### config.mk
export PLATFORM = sky130hd
export DESIGN_NAME = ct_ifu_l0_btb_param_array_flat
export DESIGN_NICKNAME = d
export VERILOG_FILES = /design/src/rtl/ct_ifu_l0_btb_param_array_if.sv /design/src/rtl/ct_ifu_l0_btb_param_array.sv /design/src/flat_wrapper.sv
export SDC_FILE = /design/constraint.sdc
export NUM_CORES = 1
export LEC_CHECK = 0
export BUFFER_PORTS_ARGS = -buffer_cell sky130_fd_sc_hd__buf_4
export CORE_MARGIN = 2
export CORE_UTILIZATION = 40
export DETAILED_ROUTE_END_ITERATION = 8
export PLACE_DENSITY_LB_ADDON = 0.05
export RECOVER_POWER = 100
export SETUP_SLACK_MARGIN = 0.3
export SKIP_CTS_REPAIR_TIMING = 1
export SKIP_LAST_GASP = 1
export SLEW_MARGIN = 10
export SYNTH_ARGS = -nofsm -noshare
export SYNTH_HDL_FRONTEND = slang
export SYNTH_SLANG_ARGS = --single-unit
### constraint.sdc
create_clock -name forever_cpuclk -period 5.2 [get_ports forever_cpuclk]
set_input_delay 1.04 -clock forever_cpuclk [delete_from_list [all_inputs] [get_ports forever_cpuclk]]
set_output_delay 1.04 -clock forever_cpuclk [all_outputs]
set_load 0.02 [all_outputs]
### src/rtl/ct_ifu_l0_btb_param_array_if.sv
// L0 BTB lookup/update/invalidate bundle.
// Master drives requests; slave returns lookup results and valid bits.
interface ct_ifu_l0_btb_param_array_if #(
  parameter int ENTRY_NUM = 16,
  parameter int TAG_W     = 15,
  parameter int TGT_W     = 20,
  parameter int WAY_W     = 2
);
  logic                 lkp_vld;
  logic [TAG_W-1:0]     lkp_tag;
  logic                 lkp_hit;
  logic [TGT_W-1:0]     lkp_target;
  logic [WAY_W-1:0]     lkp_way_pred;
  logic                 lkp_ras;
  logic                 lkp_taken;
  logic                 upd_vld;
  logic [TAG_W-1:0]     upd_tag;
  logic [TGT_W-1:0]     upd_target;
  logic [WAY_W-1:0]     upd_way_pred;
  logic                 upd_ras;
  logic                 upd_taken;
  logic                 inv;
  logic [ENTRY_NUM-1:0] entry_vld_vec;

  modport master (
    output lkp_vld, lkp_tag,
    output upd_vld, upd_tag, upd_target,
    output upd_way_pred, upd_ras, upd_taken,
    output inv,
    input  lkp_hit, lkp_target, lkp_way_pred,
    input  lkp_ras, lkp_taken, entry_vld_vec
  );

  modport slave (
    input  lkp_vld, lkp_tag,
    input  upd_vld, upd_tag, upd_target,
    input  upd_way_pred, upd_ras, upd_taken,
    input  inv,
    output lkp_hit, lkp_target, lkp_way_pred,
    output lkp_ras, lkp_taken, entry_vld_vec
  );
endinterface

### src/rtl/ct_ifu_l0_btb_param_array.sv
// Fully-associative L0 BTB: one-cycle registered lookup,
// counter-trained update, lowest-free / round-robin allocation.
module ct_ifu_l0_btb_param_array #(
  parameter int ENTRY_NUM = 16,
  parameter int TAG_W     = 15,
  parameter int TGT_W     = 20,
  parameter int WAY_W     = 2
) (
  input  logic forever_cpuclk,
  input  logic cpurst_b,
  input  logic cp0_ifu_btb_en,
  input  logic cp0_ifu_l0btb_en,
  ct_ifu_l0_btb_param_array_if.slave bus
);

  localparam int PTR_W = $clog2(ENTRY_NUM);

  typedef struct packed {
    logic             vld;
    logic [TAG_W-1:0] tag;
    logic [TGT_W-1:0] tgt;
    logic [WAY_W-1:0] way;
    logic             ras;
    logic [1:0]       cnt;
  } entry_t;

  logic                 w_act;
  logic                 w_upd_go;
  logic                 w_upd_hit;
  logic                 w_alloc;
  logic                 w_has_free;
  logic [PTR_W-1:0]     w_free_idx;
  logic [PTR_W-1:0]     w_victim;
  logic [PTR_W-1:0]     r_rr_ptr;
  logic [ENTRY_NUM-1:0] w_lkp_vec;
  logic [ENTRY_NUM-1:0] w_upd_vec;
  logic [ENTRY_NUM-1:0] w_vld_vec;
  logic [ENTRY_NUM-1:0] w_ent_en;
  entry_t               w_ent [ENTRY_NUM];

  logic                 w_l_hit;
  logic [TGT_W-1:0]     w_l_tgt;
  logic [WAY_W-1:0]     w_l_way;
  logic                 w_l_ras;
  logic                 w_l_taken;

  logic                 r_lkp_hit;
  logic [TGT_W-1:0]     r_lkp_tgt;
  logic [WAY_W-1:0]     r_lkp_way;
  logic                 r_lkp_ras;
  logic                 r_lkp_taken;

  assign w_act     = cp0_ifu_btb_en & cp0_ifu_l0btb_en;
  assign w_upd_go  = bus.upd_vld & w_act & ~bus.inv;
  assign w_upd_hit = |w_upd_vec;
  assign w_alloc   = w_upd_go & ~w_upd_hit
                   & bus.upd_taken;

  // Descending scan so the lowest invalid index wins.
  always_comb begin
    w_free_idx = '0;
    w_has_free = 1'b0;
    for (int i = ENTRY_NUM - 1; i >= 0; i--) begin
      if (!w_vld_vec[i]) begin
        w_free_idx = PTR_W'(i);
        w_has_free = 1'b1;
      end
    end
  end

  assign w_victim = w_has_free ? w_free_idx
                               : r_rr_ptr;

  always_ff @(posedge forever_cpuclk or negedge cpurst_b) begin
    if (!cpurst_b) begin
      r_rr_ptr <= '0;
    end else if (bus.inv) begin
      r_rr_ptr <= '0;
    end else if (w_alloc && !w_has_free) begin
      r_rr_ptr <= r_rr_ptr + 1'b1;
    end
  end

  for (genvar g = 0; g < ENTRY_NUM; g++) begin : g_ent
    entry_t r_ent;

    assign w_ent[g]     = r_ent;
    assign w_vld_vec[g] = r_ent.vld;
    assign w_lkp_vec[g] = r_ent.vld
                        & (r_ent.tag == bus.lkp_tag);
    assign w_upd_vec[g] = r_ent.vld
                        & (r_ent.tag == bus.upd_tag);
    // Per-entry write enable doubles as the clock-gate enable.
    assign w_ent_en[g]  = bus.inv
                        | (w_upd_go & w_upd_vec[g])
                        | (w_alloc
                           & (w_victim == PTR_W'(g)));

    always_ff @(posedge forever_cpuclk or negedge cpurst_b) begin
      if (!cpurst_b) begin
        r_ent <= '0;
      end else if (w_ent_en[g]) begin
        if (bus.inv) begin
          r_ent <= '0;
        end else if (w_upd_vec[g]) begin
          if (bus.upd_taken) begin
            r_ent.cnt <= (r_ent.cnt == 2'b11) ? 2'b11
                       : r_ent.cnt + 2'd1;
            r_ent.tgt <= bus.upd_target;
            r_ent.way <= bus.upd_way_pred;
            r_ent.ras <= bus.upd_ras;
          end else begin
            r_ent.cnt <= (r_ent.cnt == 2'b00) ? 2'b00
                       : r_ent.cnt - 2'd1;
          end
        end else begin
          r_ent.vld <= 1'b1;
          r_ent.tag <= bus.upd_tag;
          r_ent.tgt <= bus.upd_target;
          r_ent.way <= bus.upd_way_pred;
          r_ent.ras <= bus.upd_ras;
          r_ent.cnt <= 2'b10;
        end
      end
    end
  end

  // Tags are unique, so OR-merging the hit vector is a one-hot mux.
  always_comb begin
    w_l_hit   = 1'b0;
    w_l_tgt   = '0;
    w_l_way   = '0;
    w_l_ras   = 1'b0;
    w_l_taken = 1'b0;
    for (int i = 0; i < ENTRY_NUM; i++) begin
      if (w_lkp_vec[i]) begin
        w_l_hit   = 1'b1;
        w_l_tgt   = w_l_tgt | w_ent[i].tgt;
        w_l_way   = w_l_way | w_ent[i].way;
        w_l_ras   = w_l_ras | w_ent[i].ras;
        w_l_taken = w_l_taken | w_ent[i].cnt[1];
      end
    end
  end

  always_ff @(posedge forever_cpuclk or negedge cpurst_b) begin
    if (!cpurst_b) begin
      r_lkp_hit   <= 1'b0;
      r_lkp_tgt   <= '0;
      r_lkp_way   <= '0;
      r_lkp_ras   <= 1'b0;
      r_lkp_taken <= 1'b0;
    end else if (bus.lkp_vld && w_act && w_l_hit) begin
      r_lkp_hit   <= 1'b1;
      r_lkp_tgt   <= w_l_tgt;
      r_lkp_way   <= w_l_way;
      r_lkp_ras   <= w_l_ras;
      r_lkp_taken <= w_l_taken;
    end else begin
      r_lkp_hit   <= 1'b0;
      r_lkp_tgt   <= '0;
      r_lkp_way   <= '0;
      r_lkp_ras   <= 1'b0;
      r_lkp_taken <= 1'b0;
    end
  end

  assign bus.lkp_hit       = r_lkp_hit;
  assign bus.lkp_target    = r_lkp_tgt;
  assign bus.lkp_way_pred  = r_lkp_way;
  assign bus.lkp_ras       = r_lkp_ras;
  assign bus.lkp_taken     = r_lkp_taken;
  assign bus.entry_vld_vec = w_vld_vec;

endmodule

### src/flat_wrapper.sv
// flat-port wrapper written by rule: the top's interface ports become plain ports
module ct_ifu_l0_btb_param_array_flat 
#(
  parameter int ENTRY_NUM = 16,
  parameter int TAG_W     = 15,
  parameter int TGT_W     = 20,
  parameter int WAY_W     = 2
)
  (forever_cpuclk, cpurst_b, cp0_ifu_btb_en, cp0_ifu_l0btb_en, bus_lkp_vld, bus_lkp_tag, bus_upd_vld, bus_upd_tag, bus_upd_target, bus_upd_way_pred, bus_upd_ras, bus_upd_taken, bus_inv, bus_lkp_hit, bus_lkp_target, bus_lkp_way_pred, bus_lkp_ras, bus_lkp_taken, bus_entry_vld_vec);
  ct_ifu_l0_btb_param_array_if #(.ENTRY_NUM(ENTRY_NUM), .TAG_W(TAG_W), .TGT_W(TGT_W), .WAY_W(WAY_W)) bus_i ();
  input  logic forever_cpuclk;
  input  logic cpurst_b;
  input  logic cp0_ifu_btb_en;
  input  logic cp0_ifu_l0btb_en;
  input wire logic [$bits(bus_i.lkp_vld)-1:0] bus_lkp_vld;
  input wire logic [$bits(bus_i.lkp_tag)-1:0] bus_lkp_tag;
  input wire logic [$bits(bus_i.upd_vld)-1:0] bus_upd_vld;
  input wire logic [$bits(bus_i.upd_tag)-1:0] bus_upd_tag;
  input wire logic [$bits(bus_i.upd_target)-1:0] bus_upd_target;
  input wire logic [$bits(bus_i.upd_way_pred)-1:0] bus_upd_way_pred;
  input wire logic [$bits(bus_i.upd_ras)-1:0] bus_upd_ras;
  input wire logic [$bits(bus_i.upd_taken)-1:0] bus_upd_taken;
  input wire logic [$bits(bus_i.inv)-1:0] bus_inv;
  output wire logic [$bits(bus_i.lkp_hit)-1:0] bus_lkp_hit;
  output wire logic [$bits(bus_i.lkp_target)-1:0] bus_lkp_target;
  output wire logic [$bits(bus_i.lkp_way_pred)-1:0] bus_lkp_way_pred;
  output wire logic [$bits(bus_i.lkp_ras)-1:0] bus_lkp_ras;
  output wire logic [$bits(bus_i.lkp_taken)-1:0] bus_lkp_taken;
  output wire logic [$bits(bus_i.entry_vld_vec)-1:0] bus_entry_vld_vec;
  assign bus_i.lkp_vld = bus_lkp_vld;
  assign bus_i.lkp_tag = bus_lkp_tag;
  assign bus_i.upd_vld = bus_upd_vld;
  assign bus_i.upd_tag = bus_upd_tag;
  assign bus_i.upd_target = bus_upd_target;
  assign bus_i.upd_way_pred = bus_upd_way_pred;
  assign bus_i.upd_ras = bus_upd_ras;
  assign bus_i.upd_taken = bus_upd_taken;
  assign bus_i.inv = bus_inv;
  assign bus_lkp_hit = bus_i.lkp_hit;
  assign bus_lkp_target = bus_i.lkp_target;
  assign bus_lkp_way_pred = bus_i.lkp_way_pred;
  assign bus_lkp_ras = bus_i.lkp_ras;
  assign bus_lkp_taken = bus_i.lkp_taken;
  assign bus_entry_vld_vec = bus_i.entry_vld_vec;
  ct_ifu_l0_btb_param_array #(.ENTRY_NUM(ENTRY_NUM), .TAG_W(TAG_W), .TGT_W(TGT_W), .WAY_W(WAY_W)) u_core (.forever_cpuclk(forever_cpuclk), .cpurst_b(cpurst_b), .cp0_ifu_btb_en(cp0_ifu_btb_en), .cp0_ifu_l0btb_en(cp0_ifu_l0btb_en), .bus(bus_i));
endmodule
Word level (Yosys, flattened, before mapping)
Index checks and enable logic that the tools add are counted.
Word-level totals
  logic and storage cells: 665
  flip-flop bits (word level): 685
  output and inout port bits: 41
  input port bits: 61
Cells by class
  mux-type cells: 217
  $add $sub $neg: 33
  reduce and logical (&&, ||, !) cells: 55
  equal/unequal tests: 95
  bitwise gates (word level): 163
Operators with widths (number)
  41-bit two-way mux: 16
  15-bit equality test: 32
  25-bit two-way mux: 16
  20-bit two-way mux: 17
  20-bit bitwise OR: 15
  16-bit two-way mux: 16
  2-bit two-way mux: 65
  4-bit two-way mux: 19
  1-bit bitwise AND: 69
  1-bit two-way mux: 67
  2-bit AND reduction: 32
  1-bit bitwise OR: 62
  3-bit != test, second input constant: 16
  2-bit by 1-bit adder with 2-bit output, second input constant: 16
  2-bit equality test, second input constant: 16
  4-bit equality test, second input constant: 8
  2-bit logical NOT: 16
  2-bit != test, second input constant: 16
  2-bit by 1-bit subtractor with 2-bit output, second input constant: 16
  2-bit bitwise OR: 15
  23-bit two-way mux: 1
  4-bit by 3-bit equality test with 1-bit output, second input constant: 4
  16-bit OR reduction: 1
  4-bit by 2-bit equality test with 1-bit output, second input constant: 2
  other kinds (7): 10

Longest topological paths before layout
Gate-level depths: netlist (run 1).
  depth in word-level cells: 34
  gate-level depth with buffers: 16
  gate-level depth less buffers: 9

Worst setup path before layout (run 1)
OpenSTA, ideal clock, no wires.
  path kind: input-to-reg
  start: input bus_lkp_tag[0]
  end: register u_core.r_lkp_tgt[9] (netlist: u_core.bus.lkp_target[9])
  cell stages on the path: 9
  required time: 5.112 ns
  path buffers: 4
  library setup time: 0.088 ns
  slack: 1.448 ns
  data arrival time: 3.664 ns
  cells stage by stage: clkbuf_1 > clkbuf_1 > xnor2_1 > nand4_1 > nor4_1 > clkbuf_1 > buf_1 > a221oi_1 > a41oi_1
On the way
  word-level cells in the longest chain between the ends: 34
  elaborated cells on any way between the ends: 81
  those cells by class: 16 x eq/ne; 33 x mux; 31 x bitwise; 1 x reduce/logical
Ends and longest elaborated chain
  start, declared: line flat_wrapper.sv:16  | input wire logic [$bits(bus_i.lkp_tag)-1:0] bus_lkp_tag;
  15-bit equality test: line ct_ifu_l0_btb_param_array.sv:90  | & (r_ent.tag == bus.lkp_tag);
  1-bit bitwise AND: line ct_ifu_l0_btb_param_array.sv:90
  20-bit two-way mux: line ct_ifu_l0_btb_param_array.sv:136  | if (w_lkp_vec[i]) begin
  20-bit bitwise OR: line ct_ifu_l0_btb_param_array.sv:138  | w_l_tgt = w_l_tgt | w_ent[i].tgt;
  20-bit two-way mux: line ct_ifu_l0_btb_param_array.sv:136
  20-bit bitwise OR: line ct_ifu_l0_btb_param_array.sv:138
  20-bit two-way mux: line ct_ifu_l0_btb_param_array.sv:136
  20-bit bitwise OR: line ct_ifu_l0_btb_param_array.sv:138
  (+18 left out)
  20-bit two-way mux: line ct_ifu_l0_btb_param_array.sv:136
  20-bit bitwise OR: line ct_ifu_l0_btb_param_array.sv:138
  20-bit two-way mux: line ct_ifu_l0_btb_param_array.sv:136
  20-bit bitwise OR: line ct_ifu_l0_btb_param_array.sv:138
  20-bit two-way mux: line ct_ifu_l0_btb_param_array.sv:136
  20-bit bitwise OR: line ct_ifu_l0_btb_param_array.sv:138
  20-bit two-way mux: line ct_ifu_l0_btb_param_array.sv:136
  20-bit two-way mux *: line ct_ifu_l0_btb_param_array.sv:153  | end else if (bus.lkp_vld && w_act && w_l_hit) begin
  end signal, assigned: line ct_ifu_l0_btb_param_array.sv:155  | r_lkp_tgt <= w_l_tgt;
  end, declared: line ct_ifu_l0_btb_param_array.sv:48  | logic [TGT_W-1:0] r_lkp_tgt;
Every way passes the cells marked *; elsewhere a longest branch is shown, timed or not.
A chain may end at the register's enable or synchronous reset.

Worst setup path after layout (run 1)
  start: input bus_upd_tag[5]
  end: register u_core.g_ent[9].r_ent[11] (netlist bit)
On the way
  word-level cells in the longest chain between the ends: 9
  elaborated cells on any way between the ends: 44
  those cells by class: 17 x eq/ne; 2 x mux; 23 x bitwise; 2 x reduce/logical
Ends and longest elaborated chain
  start, declared: line flat_wrapper.sv:18  | input wire logic [$bits(bus_i.upd_tag)-1:0] bus_upd_tag;
  15-bit equality test: line ct_ifu_l0_btb_param_array.sv:92  | & (r_ent.tag == bus.upd_tag);
  1-bit bitwise AND: line ct_ifu_l0_btb_param_array.sv:92
  16-bit OR reduction: line ct_ifu_l0_btb_param_array.sv:55  | assign w_upd_hit = |w_upd_vec;
  1-bit inverter: line ct_ifu_l0_btb_param_array.sv:56  | assign w_alloc = w_upd_go & ~w_upd_hit
  1-bit bitwise AND: line ct_ifu_l0_btb_param_array.sv:56
  1-bit bitwise AND: line ct_ifu_l0_btb_param_array.sv:57  | & bus.upd_taken;
  1-bit bitwise AND: line ct_ifu_l0_btb_param_array.sv:97  | & (w_victim == PTR_W'(g)));
  1-bit bitwise OR: line ct_ifu_l0_btb_param_array.sv:96  | | (w_alloc
  2-bit AND reduction (no source line)
  end, declared: line ct_ifu_l0_btb_param_array.sv:85  | entry_t r_ent;
Several ways; a longest one is shown, not always the timed one.

==> results of run 1 <==
-- worst reg2reg max path: stages, from the launching register on --
cell,delay [ps]
dfrtp_1,730
nand4_1,520
nor4_4,510
nand2_1,100
o221a_2,220
nor2_1,590
nor4b_2,510
o22a_1,650
buf_12,260
mux2i_1,220
nor2_1,60
-- per-layer routing --
| layer | vias to the layer above | GRT usage | wire [um] |
|---|---|---|---|
| met2 | 1057 | 0.444 | 60900 |
| met3 | 212 | 0.0440 | 8260 |
| met5 | - | 0 | 0 |
| met1 | 15100 | 0.413 | 61900 |
| li1 | 12800 | - | - |
| met4 | 0 | 0.0825 | 3530 |
-- registers in the layout (all words and copies together) (netlist names) --
signal / count
u_core.bus.entry_vld_vec: 16
u_core.bus.lkp_hit: 1
u_core.bus.lkp_ras: 1
u_core.bus.lkp_taken: 1
u_core.bus.lkp_target: 20
u_core.bus.lkp_way_pred: 2
u_core.g_ent.r_ent: 640
u_core.r_rr_ptr: 4
-- logic make-up after synthesis --
group | Yosys count | share of synthesized area
buffers and inverters | 364 | 0.0508
AO/OA/AOI/OAI | 510 | 0.0985
AND/OR/NAND/NOR | 1231 | 0.151
adder cells (fa/ha/maj) | 1 | 0.000341
flip-flops | 685 | 0.467
XOR/XNOR | 483 | 0.115
multiplexers | 429 | 0.117
-- path summary, 6_finish.rpt --
path	start	to	slack, ps	cells past startpoint
max	bus_upd_tag[5]	u_core.g_ent[9].r_ent[11]$_DFFE_PN0P_	370	14
min	u_core.g_ent[2].r_ent[7]$_DFFE_PN0P_	u_core.g_ent[2].r_ent[7]$_DFFE_PN0P_	520	2
max reg2reg	u_core.bus.entry_vld_vec[0]$_DFFE_PN0P_	u_core.g_ent[1].r_ent[10]$_DFFE_PN0P_	690	10
min reg2reg	u_core.g_ent[2].r_ent[7]$_DFFE_PN0P_	u_core.g_ent[2].r_ent[7]$_DFFE_PN0P_	520	2
max in group asynchronous	cpurst_b	u_core.g_ent[13].r_ent[21]$_DFFE_PN0P_	870	2
min in group asynchronous	cpurst_b	u_core.g_ent[14].r_ent[30]$_DFFE_PN0P_	1230	1
-- power groups by stage --
stage	registers (uW)	logic (uW)	clock network, uW
floorplan	5440	444	0
global placement	5440	814	0
detailed placement	5440	821	0
CTS	5350	824	5980
global route	5350	873	6200
finish	5350	815	5860
-- cells in the mapped netlist, drive strengths merged, types with 12 or more instances --
library cell  count
dfrtp           685
nor2            495
xnor2           480
mux2i           429
nand2           418
clkbuf          218
a21oi           209
nand4           176
buf             128
a22o            100
a221oi           98
nor4             53
o21ai            29
a41oi            24
inv              18
nand3            18
and2             16
or4              12
-- area by class of cell --
cell class                 instances  area share
clock buffer                     121      0.0582
clock inverter                    22     0.00707
sequential                       685       0.416
inverter                          18     0.00164
multi-input combinational       2654       0.431
timing repair buffer             274      0.0499
tap                             1186      0.0360
-- per-stage QoR --
step                hold slack, ps  worst slack [ps]
global route                   544               241
global placement               501               482
detailed placement             508               471
floorplan                      486              1450
finish                         521               371
CTS                            462               921
==> summary.md, run 1 <==
| Metric | Value |
|---|---|
| Most used DFF post-synth | `dfrtp_1` |
| Syn Nets | `3765` |
| H-Tree Depth | `3` |
| Switching Power | `3010 uW` |
| Number of distinct library cells after synthesis | `67` |
| Pleak | `0.0175 uW` |
| CTS tree | `done` |
| Final core utilization | `0.452` |
| Starting Density | `0.402` |
| Maximum vdd drop | `215 uV` |
| Top post-synthesis cells by area | `dfrtp_1 (47%), mux2i_1 (12%), xnor2_1 (11%)` |
| Most common cell after layout, fill and taps aside | `dfrtp_1` |
| Finished layout cell area | `41200 sq um` |
| Final hold vios | `0` |
| Tmin final | `4830 ps` |
| PwrDens | `292 nW/um^2` |
| Initial detailed-routing violation count | `2526` |
| Worst path max stage delay | `740 ps` |
| Kind of critical path | `primary input to flop` |
| Flip-flop and latch count after synthesis | `685` |
| Share of cells above drive strength 1 | `0.101` |
| Run status | `finished with violations` |
| Crit path max-delay cell type | `clkbuf_1` |
| CTS Buf Count | `80` |
| Syn Inst Count | `3703` |
| Crit path buf inv count | `5` |
| CP arrival | `5330 ps` |
| Dpl cell area | `39000 sq um` |
| Sequential share of the synthesized area | `0.467` |
| Final WL | `135000 um` |
| DP Wirelength | `80800 um` |
| CTS root buffer | `clkbuf_16` |
| Antenna Nets Post-Route | `0` |
| Final Setup Violations | `0` |
| Synth Warn # | `0` |
| Startpoint types | `primary input` |
| Via density | `5.89` |
| CP endpoint kind | `flop` |
| Share of the synthesized area in the top cell type | `0.467` |
| TritonRoute pass-1 iters | `6` |
| Layout Skew | `23.0 ps` |
| HP Class | `flop to flop` |
| Relative slew margins | `-0.816` |
| GP Congestion | `0.879` |
| Clock Tree Buf Depth | `3` |
| Synth Cell Area | `36700 sq um` |
| Gr usage total | `0.286` |
| Clock network fraction of total power | `0.487` |
| Power Total | `12000 uW` |
| Worst EP required | `5700 ps` |
| Via count | `29200` |
| Comb pwr share | `0.068` |
| Clock Sink Count | `685` |
| Net count, final | `3775` |
| Fraction of power consumed by sequential logic | `0.445` |
| Asr flop ratio synth | `1.00` |
| Pint | `9010 uW` |
| Die Y | `307 um` |
| Max Clk Rate | `0.207 GHz` |
| Fin cells | `4960` |
| Die width | `307 um` |
| Initial antenna violation count | `0` |
| Unrepaired setup endpoints after global routing | `false` |
| First-pass GRT wire length | `202000 um` |
| Multi-input logic area | `17800 sq um` |
| Num rows | `111` |
| Core box area | `91200 sq um` |
| Critical path's top delay family | `buffers and inverters` |
| Largest net degree at the start of global routing | `116` |
| Clk_lat worst skew | `660 ps` |
| Register Area | `17100 sq um` |
| Post-DR wirelength/cell | `27.1 um` |
| Overflow after GRT | `0` |
| Post-synth EDFFs | `0` |
| Layout Area Growth over Synthesis | `12.3%` |
| Crit path cell chain | `buf_4 > clkbuf_1 > xnor2_1 > nand4_1 > nor4_1 > clkbuf_1 > nor3_1 > nand3_2 > buf_4 > nand4bb_1 > a22o_2 > clkbuf_4 > mux2i_1 > nor2_1` |
| Syn Area/Cell | `9.91 sq um` |
| Critical path fanouts, max | `23` |
| Ports | `102` |
| Inserted Diodes | `0` |
| Net Sw Frac | `0.251` |
| Worst Tran Pin Value | `2720 ps` |
| Period utilization | `0.929` |
| Post-Place Cells | `4817` |
| Final max-slew violation count | `401` |
| Die Footprint | `94200 sq um` |
| Commonest non-fill, non-tap cells in the layout | `dfrtp_1 (685), nor2_1 (495), xnor2_1 (480)` |
| Sum Neg Setup Slack | `0 ps` |
| Number of fillers in the final layout | `8619` |
| Port Buffers | `101` |
| Vias in the first global route | `29400` |
| Drt drc | `0` |
| Reg clk slew, reported paths | `60 ps` |
| Max cap viols | `5` |
| Synth area leader | `dfrtp_1` |
| Failing checks | `capacitance limit, slew limit` |
No activity file was read; power rests on OpenSTA's default activity.
==> run 2: changes to the inputs <==
--- a/config.mk
+++ b/config.mk
@@ -6,7 +6,8 @@
 export NUM_CORES = 1
 export LEC_CHECK = 0
 export BUFFER_PORTS_ARGS = -buffer_cell sky130_fd_sc_hd__buf_4
-export CORE_MARGIN = 2
+export CORE_ASPECT_RATIO = 0.9
+export CORE_MARGIN = 3
 export CORE_UTILIZATION = 40
 export DETAILED_ROUTE_END_ITERATION = 8
 export PLACE_DENSITY_LB_ADDON = 0.05
==> summary.md, run 2 (synthesis results as in run 1) <==
| Metric | Value |
|---|---|
| Run status | `finished with violations` |
| Failing checks | `capacitance limit, slew limit` |
| FF-to-FF Start | `u_core.bus.entry_vld_vec[2]$_DFFE_PN0P_` |
| Initial detailed-routing violation count | `2957` |
| Startpoint types | `primary input` |
| Fin worst setup slack | `394 ps` |
| Die Y | `293 um` |
| Kind of critical path | `primary input to flop` |
| Net count, final | `3732` |
| Final hold vios | `0` |
| DP Wirelength | `78100 um` |
| Vias in the first global route | `29300` |
| Max cap viols | `3` |
| Critical path fanouts, max | `24` |
| Critical path's top delay family | `simple AND/OR/NAND/NOR gates` |
| Post-Place Cells | `4807` |
| Commonest non-fill, non-tap cells in the layout | `dfrtp_1 (685), nor2_1 (495), xnor2_1 (480)` |
| Crit path max-delay cell type | `nor4_1` |
| CP endpoint kind | `flop` |
| Port Buffers | `101` |
| Tmin final | `4810 ps` |
| Worst EP required | `5680 ps` |
| Most common cell after layout, fill and taps aside | `dfrtp_1` |
| Reg clk slew, reported paths | `60 ps` |
| First-pass GRT wire length | `199000 um` |
| Gr usage total | `0.275` |
| Die width | `325 um` |
| CTS root buffer | `clkbuf_16` |
| Clock Tree Buf Depth | `3` |
| Crit path buf inv count | `3` |
| Period utilization | `0.924` |
| GP Congestion | `0.880` |
| Fin cells | `4949` |
| Post-DR wirelength/cell | `26.8 um` |
| Register with the most flip-flops | `u_core.g_ent.r_ent` |
| Initial antenna violation count | `2` |
| Layout Skew | `26.6 ps` |
| Via count | `29000` |
| Share of cells above drive strength 1 | `0.0931` |
| Final core utilization | `0.453` |
| Ports | `102` |
| Pleak | `0.0173 uW` |
| Max Clk Rate | `0.208 GHz` |
| TritonRoute pass-1 iters | `5` |
| Number of fillers in the final layout | `8532` |
| Sum Neg Setup Slack | `0 ps` |
| Core box area | `90200 sq um` |
| Antenna Nets Post-Route | `0` |
| Worst Tran Pin Value | `2640 ps` |
| PwrDens | `290 nW/um^2` |
| Starting Density | `0.407` |
| Clk_lat worst skew | `640 ps` |
| CP startpoint | `bus_upd_tag[10]` |
| Final max-slew violation count | `261` |
| Final WL | `133000 um` |
| Num rows | `104` |
| HP Class | `flop to flop` |
| Via density | `5.86` |
| CTS Buf Count | `80` |
| Drt drc | `0` |
| Relative slew margins | `-0.758` |
| Max reg flops | `640` |
| Layout Area Growth over Synthesis | `11.3%` |
| H-Tree Depth | `3` |
| Largest net degree at the start of global routing | `181` |
| Clock Sink Count | `685` |
| HP Start | `u_core.g_ent[0].r_ent[7]$_DFFE_PN0P_` |
| Final Setup Violations | `0` |
| Maximum vdd drop | `235 uV` |
| CTS tree | `done` |
| Overflow after GRT | `0` |
| Unrepaired setup endpoints after global routing | `false` |
| Worst path max stage delay | `1000 ps` |
| CP arrival | `5290 ps` |
| Post-Place Setup Slack | `374 ps` |
| Crit path cell chain | `buf_4 > buf_4 > xnor2_1 > nand4_1 > nor4_1 > nor4_1 > nand2_2 > or4_1 > a22o_2 > clkbuf_4 > mux2i_1 > nor2_1` |
| Die Footprint | `95400 sq um` |
[run 2: cell count changes in the layout (fill, tap and decap cells not counted), sizes merged]
cell | before | now
clkinvlp | 0 | 1
bufinv | 5 | 4
diode | 0 | 1
buf | 198 | 160
clkbuf | 197 | 187
clkinv | 14 | 17
[run 2: worst reg2reg max path, delay by kind of cell, from the launching register on]
kind	cells	cell delay [ps]
AND/OR/NAND/NOR	6	1880
buffers and inverters	2	1250
AO/OA/AOI/OAI	2	530
multiplexers	1	460
flip-flops	1	310
[run 2: layer usage]
| layer | GRT usage | wire length (um) | vias up |
|---|---|---|---|
| met3 | 0.0450 | 8130 | 207 |
| li1 | - | - | 12700 |
| met1 | 0.406 | 62200 | 15000 |
| met4 | 0.0726 | 3630 | 0 |
| met2 | 0.418 | 58500 | 1041 |
| met5 | 0 | 0 | - |
[run 2: path summary, 6_finish.rpt]
path / endpoint / slack (ps) / cells after the start
worst max register to register: u_core.g_ent[9].r_ent[19]$_DFFE_PN0P_ / 630 / 11
worst min-delay path: u_core.g_ent[0].r_ent[7]$_DFFE_PN0P_ / 520 / 2
worst max-delay path: u_core.g_ent[8].r_ent[5]$_DFFE_PN0P_ / 390 / 12
worst min register to register: u_core.g_ent[0].r_ent[7]$_DFFE_PN0P_ / 520 / 2
max in group asynchronous: u_core.g_ent[8].r_ent[2]$_DFFE_PN0P_ / 1080 / 2
min in group asynchronous: u_core.g_ent[10].r_ent[27]$_DFFE_PN0P_ / 1230 / 1
[run 2: cell type report]
type                            instances  area [sq um]  area share
Timing Repair Buffer                  231          1730      0.0423
Tap cell                             1219          1530      0.0373
Clock inverter                         25           287     0.00701
Inverter                               18          67.6     0.00165
Antenna cell                            1          2.50   0.0000613
Sequential cell                       685         17100       0.420
Multi-Input combinational cell       2654         17800       0.435
Clock buffer                          116          2330      0.0570
[run 2: power by group]
group / leakage [uW] / switching [uW] / total [uW] / internal (uW)
clock network: 0.00129 / 2370 / 5680 / 3310
registers: 0.00956 / 9.65 / 5350 / 5340
logic: 0.00640 / 586 / 801 / 216
total: 0.0173 / 2970 / 11800 / 8870
[run 2: per-stage QoR]
stage	area [sq um]	hold slack, ps	total power, uW
global placement	38700	501	6240
floorplan	36700	486	5890
detailed placement	38700	509	6250
finish	40900	518	11800
global route	40900	541	12200
CTS	41300	457	12000
